**config.mk**
```make
export PLATFORM = sky130hd
export DESIGN_NAME = tdc_meas_ctrl
export DESIGN_NICKNAME = d
export VERILOG_FILES = /design/src/rtl/tdc_pkg.sv /design/src/rtl/tdc_therm_encoder.sv /design/src/rtl/tdc_meas_ctrl.sv
export SDC_FILE = /design/constraint.sdc
export NUM_CORES = 1
export LEC_CHECK = 0
export ABC_AREA = 1
export BUFFER_PORTS_ARGS = -buffer_cell sky130_fd_sc_hd__buf_2
export CORE_MARGIN = 5
export CORE_UTILIZATION = 50
export CTS_BUF_LIST = sky130_fd_sc_hd__clkbuf_4
export CTS_CLUSTER_DIAMETER = 40
export DETAILED_ROUTE_END_ITERATION = 10
export HOLD_SLACK_MARGIN = 0.03
export MAX_ROUTING_LAYER = met4
export PLACE_DENSITY = 0.72
export SYNTH_ARGS = -nofsm -noshare
export SYNTH_HDL_FRONTEND = slang
export SYNTH_SLANG_ARGS = --single-unit
```
**constraint.sdc**
```tcl
create_clock -name clk -period 6.2 [get_ports clk]
set_input_delay 0.31 -clock clk [delete_from_list [all_inputs] [get_ports clk]]
set_output_delay 0.31 -clock clk [all_outputs]
set_load 0.05 [all_outputs]
```
**src/rtl/tdc_pkg.sv**
```systemverilog
`default_nettype none
// ============================================================================
// Module   : tdc_pkg
// Brief    : Shared definitions for the carry-chain TDC blocks: default chain
//            geometry, measurement FSM state set and fine-code width helper.
// Revision : 1.0 - initial release
// ============================================================================
package tdc_pkg;

    // Default chain geometry, shared with the carry chain and readout blocks
    localparam int TDC_NUM_TAPS = 32;
    localparam int TDC_COARSE_W = 16;

    // Measurement controller state set
    typedef enum logic [1:0] {
        IDLE   = 2'd0,
        ARMED  = 2'd1,
        ENCODE = 2'd2,
        HOLD   = 2'd3
    } tdc_state_e;

    // Minimum fine-code width able to represent 0..num_taps
    function automatic int tdc_fine_w(input int num_taps);
        return $clog2(num_taps + 1);
    endfunction

endpackage
`default_nettype wire

```
**src/rtl/tdc_therm_encoder.sv**
```systemverilog
`default_nettype none
// ============================================================================
// Module   : tdc_therm_encoder
// Brief    : Combinational thermometer-to-count encoder. Returns the number of
//            consecutive ones starting at bit 0 of the tap snapshot.
//            Build option TDC_BUBBLE_FIX_EN: a 3-tap majority filter removes
//            single-tap bubbles before counting.
// Revision : 1.0 - initial release
// ============================================================================
module tdc_therm_encoder #(
    parameter int NUM_TAPS = 32,
    parameter int FINE_W   = 6
) (
    input  logic [NUM_TAPS-1:0] snap_i,
    output logic [FINE_W-1:0]   fine_o
);

    logic [NUM_TAPS-1:0] corr;

`ifdef TDC_BUBBLE_FIX_EN
    // Padded view: below bit 0 the chain is treated as set, above the top as clear
    logic [NUM_TAPS+1:0] ext;
    assign ext = {1'b0, snap_i, 1'b1};

    for (genvar gi = 0; gi < NUM_TAPS; gi++) begin : g_majority
        assign corr[gi] = (ext[gi] & ext[gi+1]) | (ext[gi] & ext[gi+2]) | (ext[gi+1] & ext[gi+2]);
    end
`else
    assign corr = snap_i;
`endif

    // Leading-ones count from bit 0; everything above the first zero is ignored
    always_comb begin
        logic run;
        fine_o = '0;
        run    = 1'b1;
        for (int i = 0; i < NUM_TAPS; i++) begin
            if (run && corr[i]) begin
                fine_o = FINE_W'(i + 1);
            end else begin
                run = 1'b0;
            end
        end
    end

endmodule
`default_nettype wire

```
**src/rtl/tdc_meas_ctrl.sv**
```systemverilog
`default_nettype none
// ============================================================================
// Module   : tdc_meas_ctrl
// Brief    : TDC measurement controller. Arms a window, counts coarse cycles,
//            detects the rising hit edge on tap 0, encodes the snapshot into a
//            fine count and presents {coarse, fine, timeout} on valid/ready.
//            Build option TDC_BUBBLE_FIX_EN enables bubble correction in the
//            thermometer encoder.
// Revision : 1.0 - initial release
// ============================================================================
module tdc_meas_ctrl
    import tdc_pkg::*;
#(
    parameter int NUM_TAPS = TDC_NUM_TAPS,
    parameter int COARSE_W = TDC_COARSE_W,
    parameter int FINE_W   = 6
) (
    input  logic                clk,
    input  logic                rst,
    input  logic                arm,
    input  logic [NUM_TAPS-1:0] taps_q,
    output logic                busy,
    output logic                meas_valid,
    input  logic                meas_ready,
    output logic [COARSE_W-1:0] meas_coarse,
    output logic [FINE_W-1:0]   meas_fine,
    output logic                meas_timeout
);

    localparam logic [1:0] S_IDLE   = IDLE;
    localparam logic [1:0] S_ARMED  = ARMED;
    localparam logic [1:0] S_ENCODE = ENCODE;
    localparam logic [1:0] S_HOLD   = HOLD;

    if (FINE_W < tdc_fine_w(NUM_TAPS)) begin : g_bad_fine_w
        $error("tdc_meas_ctrl: FINE_W too small for NUM_TAPS");
    end
    if ((NUM_TAPS % 4 != 0) || (NUM_TAPS < 8)) begin : g_bad_num_taps
        $error("tdc_meas_ctrl: NUM_TAPS must be a multiple of 4 and at least 8");
    end

    logic [1:0]          state_q, state_d;
    logic                bit0_q;
    logic [COARSE_W-1:0] cnt_q;
    logic [NUM_TAPS-1:0] snap_q;
    logic [COARSE_W-1:0] coarse_q;
    logic [FINE_W-1:0]   fine_q;
    logic                timeout_q;
    logic                hit_edge;
    logic                cnt_at_max;
    logic [FINE_W-1:0]   enc_fine;

    // Only a 0->1 transition on tap 0 counts; a chain already high stays ignored
    assign hit_edge   = taps_q[0] & ~bit0_q;
    assign cnt_at_max = (cnt_q == {COARSE_W{1'b1}});

    tdc_therm_encoder #(
        .NUM_TAPS (NUM_TAPS),
        .FINE_W   (FINE_W)
    ) u_enc (
        .snap_i (snap_q),
        .fine_o (enc_fine)
    );

    // Next-state decode; a hit on the terminal-count cycle takes priority
    always_comb begin
        state_d = state_q;
        case (state_q)
            S_IDLE:   if (arm) state_d = S_ARMED;
            S_ARMED: begin
                if (hit_edge)        state_d = S_ENCODE;
                else if (cnt_at_max) state_d = S_HOLD;
            end
            S_ENCODE: state_d = S_HOLD;
            S_HOLD:   if (meas_ready) state_d = S_IDLE;
            default:  state_d = S_IDLE;
        endcase
    end

    // State register and tap-0 history, the latter tracked in every state
    always_ff @(posedge clk or posedge rst) begin
        if (rst) begin
            state_q <= S_IDLE;
            bit0_q  <= 1'b1;
        end else begin
            state_q <= state_d;
            bit0_q  <= taps_q[0];
        end
    end

    // Coarse counter and hit snapshot; the counter freezes at the hit value
    always_ff @(posedge clk or posedge rst) begin
        if (rst) begin
            cnt_q  <= '0;
            snap_q <= '0;
        end else if (state_q == S_IDLE) begin
            if (arm) cnt_q <= '0;
        end else if (state_q == S_ARMED) begin
            if (hit_edge)         snap_q <= taps_q;
            else if (!cnt_at_max) cnt_q  <= cnt_q + 1'b1;
        end
    end

    // Result registers, written only on entry to HOLD
    always_ff @(posedge clk or posedge rst) begin
        if (rst) begin
            coarse_q  <= '0;
            fine_q    <= '0;
            timeout_q <= 1'b0;
        end else if (state_q == S_ENCODE) begin
            coarse_q  <= cnt_q;
            fine_q    <= enc_fine;
            timeout_q <= 1'b0;
        end else if (state_q == S_ARMED && !hit_edge && cnt_at_max) begin
            coarse_q  <= {COARSE_W{1'b1}};
            fine_q    <= '0;
            timeout_q <= 1'b1;
        end
    end

    assign busy         = (state_q != S_IDLE);
    assign meas_valid   = (state_q == S_HOLD);
    assign meas_coarse  = coarse_q;
    assign meas_fine    = fine_q;
    assign meas_timeout = timeout_q;

endmodule
`default_nettype wire

```
# Word-level counts from Yosys, hierarchy flattened
# Index checks and enable logic that the tools add are counted.
# classes
n_addsub	1
n_eq_ne	9
mux	79
n_bitwise	3
reduce_logical	41
# ops
op	n
6-bit 2-to-1 mux	33
16-bit 2-to-1 mux	7
1-bit 2-to-1 mux	34
1-bit logical AND	33
16-bit by 1-bit adder with 16-bit output, second input constant	1
16-bit == test, second input constant	1
2-bit 2-to-1 mux	4
2-bit case mux with 4 select lines	1
2-bit by 1-bit != test with 1-bit output, second input constant	3
3-bit AND reduction	2
2-bit nonzero test	3
2-bit == test, second input constant	2
4-bit AND reduction	1
3-bit != test, second input constant	1
2-bit by 1-bit == test with 1-bit output, second input constant	1
2-bit zero test	1
2-bit != test, second input constant	1
1-bit inverter	2
1-bit AND	1
1-bit zero test	1
# word_totals
regBits	74
input_bits	36
elab_cells	140

# Depth between registers and ports, before layout
# logic_depth
ltp_word	64
mapped_depth	20

# By module
# A second synthesis with hierarchy kept.
# unflattened
hier_cells	440
hier_area_um2	3906.2
# modules_own_cells
module	instances	cells_per_inst	area_per_inst_um2	seq_area_each_um2
tdc_meas_ctrl	1	348	3372.0	1853.0
tdc_therm_encoder	1	92	534.3	0.0

# Worst setup path before layout
# OpenSTA, ideal clock, no wires.
# synth_timing
path_kind	reg-to-reg
from	register state_q[0]
to	register cnt_q[12]
arrival_ns	1.995
required_ns	6.077
setup_slack_ns	4.082
path_stages_with_launch	13
period_less_slack_ns	2.118
path_cell_list	dfrtp_1 > inv_1 > ha_1 > inv_1 > nand2_1 > nand2_1 > inv_1 > nor2_1 > inv_1 > nor2_1 > nand2_1 > o21ai_0 > a21oi_1
# synth_via
elab_chain_cells	3
# synth_lines
element	line	text
start: declaration	tdc_meas_ctrl.sv:42	logic [1:0] state_q, state_d;
start signal: assignment	tdc_meas_ctrl.sv:86	state_q <= state_d;
2-bit by 1-bit == test with 1-bit output or 2-bit zero test (tied branches)	tdc_meas_ctrl.sv:98, tdc_meas_ctrl.sv:96	
2-bit nonzero test (no source line), or another cell as far along	-	
4-bit AND reduction (no source line)	-	
end signal: assignment	tdc_meas_ctrl.sv:100	else if (!cnt_at_max) cnt_q <= cnt_q + 1'b1;
end: declaration	tdc_meas_ctrl.sv:44	logic [COARSE_W-1:0] cnt_q;
# Several ways; a longest one is shown, not always the timed one.
# A chain may end at the register's enable or synchronous reset.

# Worst setup path after layout
# layout_timing
from	register snap_q[0]
to	register fine_q[0] (netlist: meas_fine[0])
# layout_via
elab_chain_cells	64
# layout_lines
element	line	text
start: declaration	tdc_meas_ctrl.sv:45	logic [NUM_TAPS-1:0] snap_q;
start signal: assignment	tdc_meas_ctrl.sv:99	if (hit_edge) snap_q <= taps_q;
1-bit 2-to-1 mux	tdc_therm_encoder.sv:38	if (run && corr[i]) begin
1-bit logical AND	tdc_therm_encoder.sv:38	
1-bit 2-to-1 mux	tdc_therm_encoder.sv:38	
1-bit logical AND	tdc_therm_encoder.sv:38	
1-bit 2-to-1 mux	tdc_therm_encoder.sv:38	
1-bit logical AND	tdc_therm_encoder.sv:38	
1-bit 2-to-1 mux	tdc_therm_encoder.sv:38	
1-bit logical AND	tdc_therm_encoder.sv:38	
(+48 left out)	-	
1-bit 2-to-1 mux	tdc_therm_encoder.sv:38	
1-bit logical AND	tdc_therm_encoder.sv:38	
1-bit 2-to-1 mux	tdc_therm_encoder.sv:38	
1-bit logical AND	tdc_therm_encoder.sv:38	
1-bit 2-to-1 mux	tdc_therm_encoder.sv:38	
1-bit logical AND	tdc_therm_encoder.sv:38	
6-bit 2-to-1 mux *	tdc_therm_encoder.sv:38	
6-bit 2-to-1 mux *	tdc_meas_ctrl.sv:110	end else if (state_q == S_ENCODE) begin
end signal: assignment	tdc_meas_ctrl.sv:112	fine_q <= enc_fine;
end: declaration	tdc_meas_ctrl.sv:47	logic [FINE_W-1:0] fine_q;
# Every way passes the cells marked *; elsewhere a longest branch is shown, timed or not.

==> impl_metrics.py <==
metrics = {
    "run_status": {
        "status": "complete, no violations",
    },
    "critical_path": {
        "reg2reg_from": "snap_q[0]",
        "crit_path_end_kind": "register",
        "r2r-end": "meas_fine[0]",
        "crit_path_top_delay_cell": "dfrtp_1",
        "path_max_fanout": 6,
        "crit_type": "reg2reg",
        "crit_cells": 15,
        "crit_arrival_ns": 2.69,
        "cp-start-kind": "register",
        "endpoint": "meas_fine[0]",
        "cp_cell_sequence": "nand2_2 > nor2_4 > nand4_4 > nor2_4 > nand4_4 > nor2_4 > nand4_4 > nor3_4 > nand4_2 > nor2_2 > nand4_1 > nand2_1 > nand2_1 > nand3_1 > nand2_1",
        "cp.required_ns": 6.51,
        "crit_family": "simple AND/OR/NAND/NOR gates",
        "rr_worst_depth": 15,
        "crit_buf_inv": 0,
        "critPathMaxStageDelay_ns": 0.39,
        "cp-startpoint": "snap_q[0]",
        "r2r_slack_ns": 3.82,
    },
    "route": {
        "wl_per_cell_um": 12.8,
        "wl_mm": 6.98,
        "via_per_inst": 5.02,
        "via_count": 2743,
        "drc_errors": 0,
        "dr.pass1.iters": 4,
        "initialDrtViolationCount": 91,
        "ant_nets": 0,
    },
    "synthesis": {
        "synth_adder_area_share_pct": 1.77,
        "syn_area_mm2": 0.00354,
        "ys.warnings.count": 0,
        "ys_ff_latch": 74,
        "async_reset_ff_share_pct": 100,
        "synthFlopType": "dfrtp_1",
        "syn_nets": 421,
        "syn_avg_cell_area_um2": 9.32,
        "synth_mux_area_share_pct": 6.68,
        "synthCells": 380,
        "synth_edf_count": 0,
        "synth_top_family_by_area": "simple AND/OR/NAND/NOR gates",
        "synth_xor_area_share_pct": 0,
        "yosysSeqAreaShare_pct": 52.3,
        "yosysUniqueCellTypes": 28,
        "synth_compound_area_share_pct": 11.5,
        "synth-simple-area-share_pct": 20.5,
    },
    "final_layout": {
        "antenna_cells": 0,
        "multi_input_area_mm2": 0.00144,
        "nets": 486,
        "fillers": 616,
        "post-route-util_pct": 60.3,
        "area_growth_syn_to_layout_pct": 16.2,
        "drive_gt1_share_pct": 25.8,
        "final_cells": 546,
        "seq_area_mm2": 0.00185,
    },
    "clocking": {
        "clock-root-buffer": "clkbuf_4",
        "clkTransAtPathRegs_ns": 0.12,
        "cts_tree": "done",
        "cts_buffers": 9,
        "cts.sinks": 74,
        "cts_htree_levels": 3,
        "cts_buffer_depth": 2,
        "ctsResizeCount": 0,
        "clkLatencyLatePin_ns": 0.41,
    },
    "sta": {
        "rsz0062_at_grt": "false",
        "drv_slew": 0,
        "slew_headroom_pct": 38.0,
        "fin_ws_ns": 3.82,
        "hold_viol_final": 0,
        "tightest_slew_ns": 0.931,
        "finalSetupTns_ns": 0,
        "timing.final.crit_share_pct": 38.3,
        "fin_crit_ns": 2.38,
        "max_freq_mhz": 421,
        "clock-skew-final_ns": 0.0121,
        "setup_viol": 0,
    },
    "floorplanning": {
        "coreArea_mm2": 0.00683,
        "die_y_um": 94.2,
        "num_rows": 30,
        "ios": 61,
        "dieWidth_um": 94.2,
        "start_util_pct": 51.8,
        "die-area_mm2": 0.00887,
    },
    "global_route": {
        "grt_max_degree": 75,
        "grt_pass1_wl_mm": 12.6,
        "overflow": 0,
        "antenna_found_initial": 0,
        "grt_pass1_vias": 2786,
        "grt_usage_pct": 18.5,
    },
    "place": {
        "place_ws_ns": 3.80,
        "hpwlAfterDp_mm": 5.07,
        "routabilityCongestion": 0.869,
        "io_buffer_count": 60,
        "dp_cells": 529,
    },
    "worst_hold_path": {
        "min_path_cells": 2,
        "hold_class": "in2reg",
    },
    "pwr": {
        "finalPower_w": 0.00200,
        "irDropWorstVdd_mv": 0.196,
        "power.leakage_nw": 2.06,
        "cellPowerDensity_mw_per_mm2": 485,
    },
    "job": {
        "maxCapViolCount": 0,
    },
}
[cells in the mapped netlist (2+ instances only)]
| cell | number | area [um^2] |
|---|---|---|
| inv_1 | 59 | 221 |
| a211oi_1 | 2 | 15.0 |
| nor2_4 | 6 | 67.6 |
| nand4_1 | 4 | 25.0 |
| nand3_1 | 17 | 85.1 |
| a22oi_1 | 11 | 82.6 |
| a21oi_1 | 32 | 160 |
| nor2_1 | 33 | 124 |
| o21ai_0 | 22 | 110 |
| dfrtp_1 | 73 | 1830 |
| mux2_2 | 21 | 236 |
| nand4_2 | 2 | 25.0 |
| nand2_1 | 62 | 233 |
| ha_1 | 5 | 62.6 |
| clkbuf_1 | 8 | 30.0 |
| nand4_4 | 4 | 85.1 |
| nor3_1 | 7 | 35.0 |
| o31ai_1 | 2 | 15.0 |
[through the flow]
| stage | hold WS, ns | cell area [um^2] |
|---|---|---|
| finish | 0.120 | 4120 |
| global route | 0.0768 | 4120 |
| CTS | 0.0840 | 4120 |
| detailed placement | 0.427 | 3950 |
| global placement | 0.430 | 3950 |
| floorplan | 0.314 | 3540 |
[routing by layer]
| layer | share of wire [%] | up-vias | GRT usage (%) |
|---|---|---|---|
| li1 | - | 1382 | - |
| met3 | 5.0 | 11 | 4.33 |
| met1 | 45 | 1279 | 22.3 |
| met4 | 1.4 | 0 | 7.46 |
| met5 | 0 | - | - |
| met2 | 49 | 71 | 29.9 |
[cell families (layout without fill, tap and decap cells)]
| group | count (synthesis) | in the layout |
|---|---|---|
| compound gates | 72 | 72 |
| buf+inv | 68 | 138 |
| fa+ha+maj | 5 | 5 |
| mux | 21 | 21 |
| simple gates | 140 | 140 |
| flops | 74 | 74 |
[cells in the final DEF (no fill, tap or decap), drive strengths merged, types with 2 or more instances in the layout]
cell type	synthesis	layout
mux2	21	21
o31ai	2	2
dfrtp	73	73
inv	59	60
nand4	10	10
a211oi	2	2
o21ai	22	22
clkinv	0	3
clkbuf	8	9
nand2	63	63
nand3	18	18
nor3	8	8
bufinv	0	2
a21oi	32	32
a22oi	11	11
ha	5	5
buf	1	62
nor2	40	40
[cell type report]
type / count / area share, %
Clock inverter: 7 / 2.25
Timing Repair Buffer: 63 / 7.90
Tap cell: 96 / 2.92
Inverter: 59 / 5.38
Clock buffer: 9 / 1.64
Sequential cell: 74 / 45.0
Multi-Input combinational cell: 238 / 34.9
[power breakdown]
part	internal, W	switching, W	leakage [nW]
registers	0.000666	0.000124	0.906
clock network	0.000163	0.000174	0.0816
logic	0.000264	0.000605	1.08
[flip-flops by register name (all words and copies together) (netlist names)]
| name | cells |
|---|---|
| bit0_q | 1 |
| cnt_q | 16 |
| meas_coarse | 16 |
| meas_fine | 6 |
| meas_timeout | 1 |
| snap_q | 32 |
| state_q | 2 |
[timing repair]
item	4_1_cts	5_1_grt
endpoints found under the setup margin	0	0
buffers inserted	0	0
hold buffers	1	0
endpoints found under the hold margin	1	0
[how the worst min path moves through the flow]
stage                           from         end  slack (ns)
after floorplan            taps_q[0]      bit0_q        0.31
after global placement     taps_q[0]      bit0_q        0.43
after detailed placement   taps_q[0]      bit0_q        0.43
after CTS                 taps_q[12]  snap_q[12]        0.08
after global routing      taps_q[10]  snap_q[10]        0.08
final                     taps_q[12]  snap_q[12]        0.12
(Power assumes the default switching activity.)
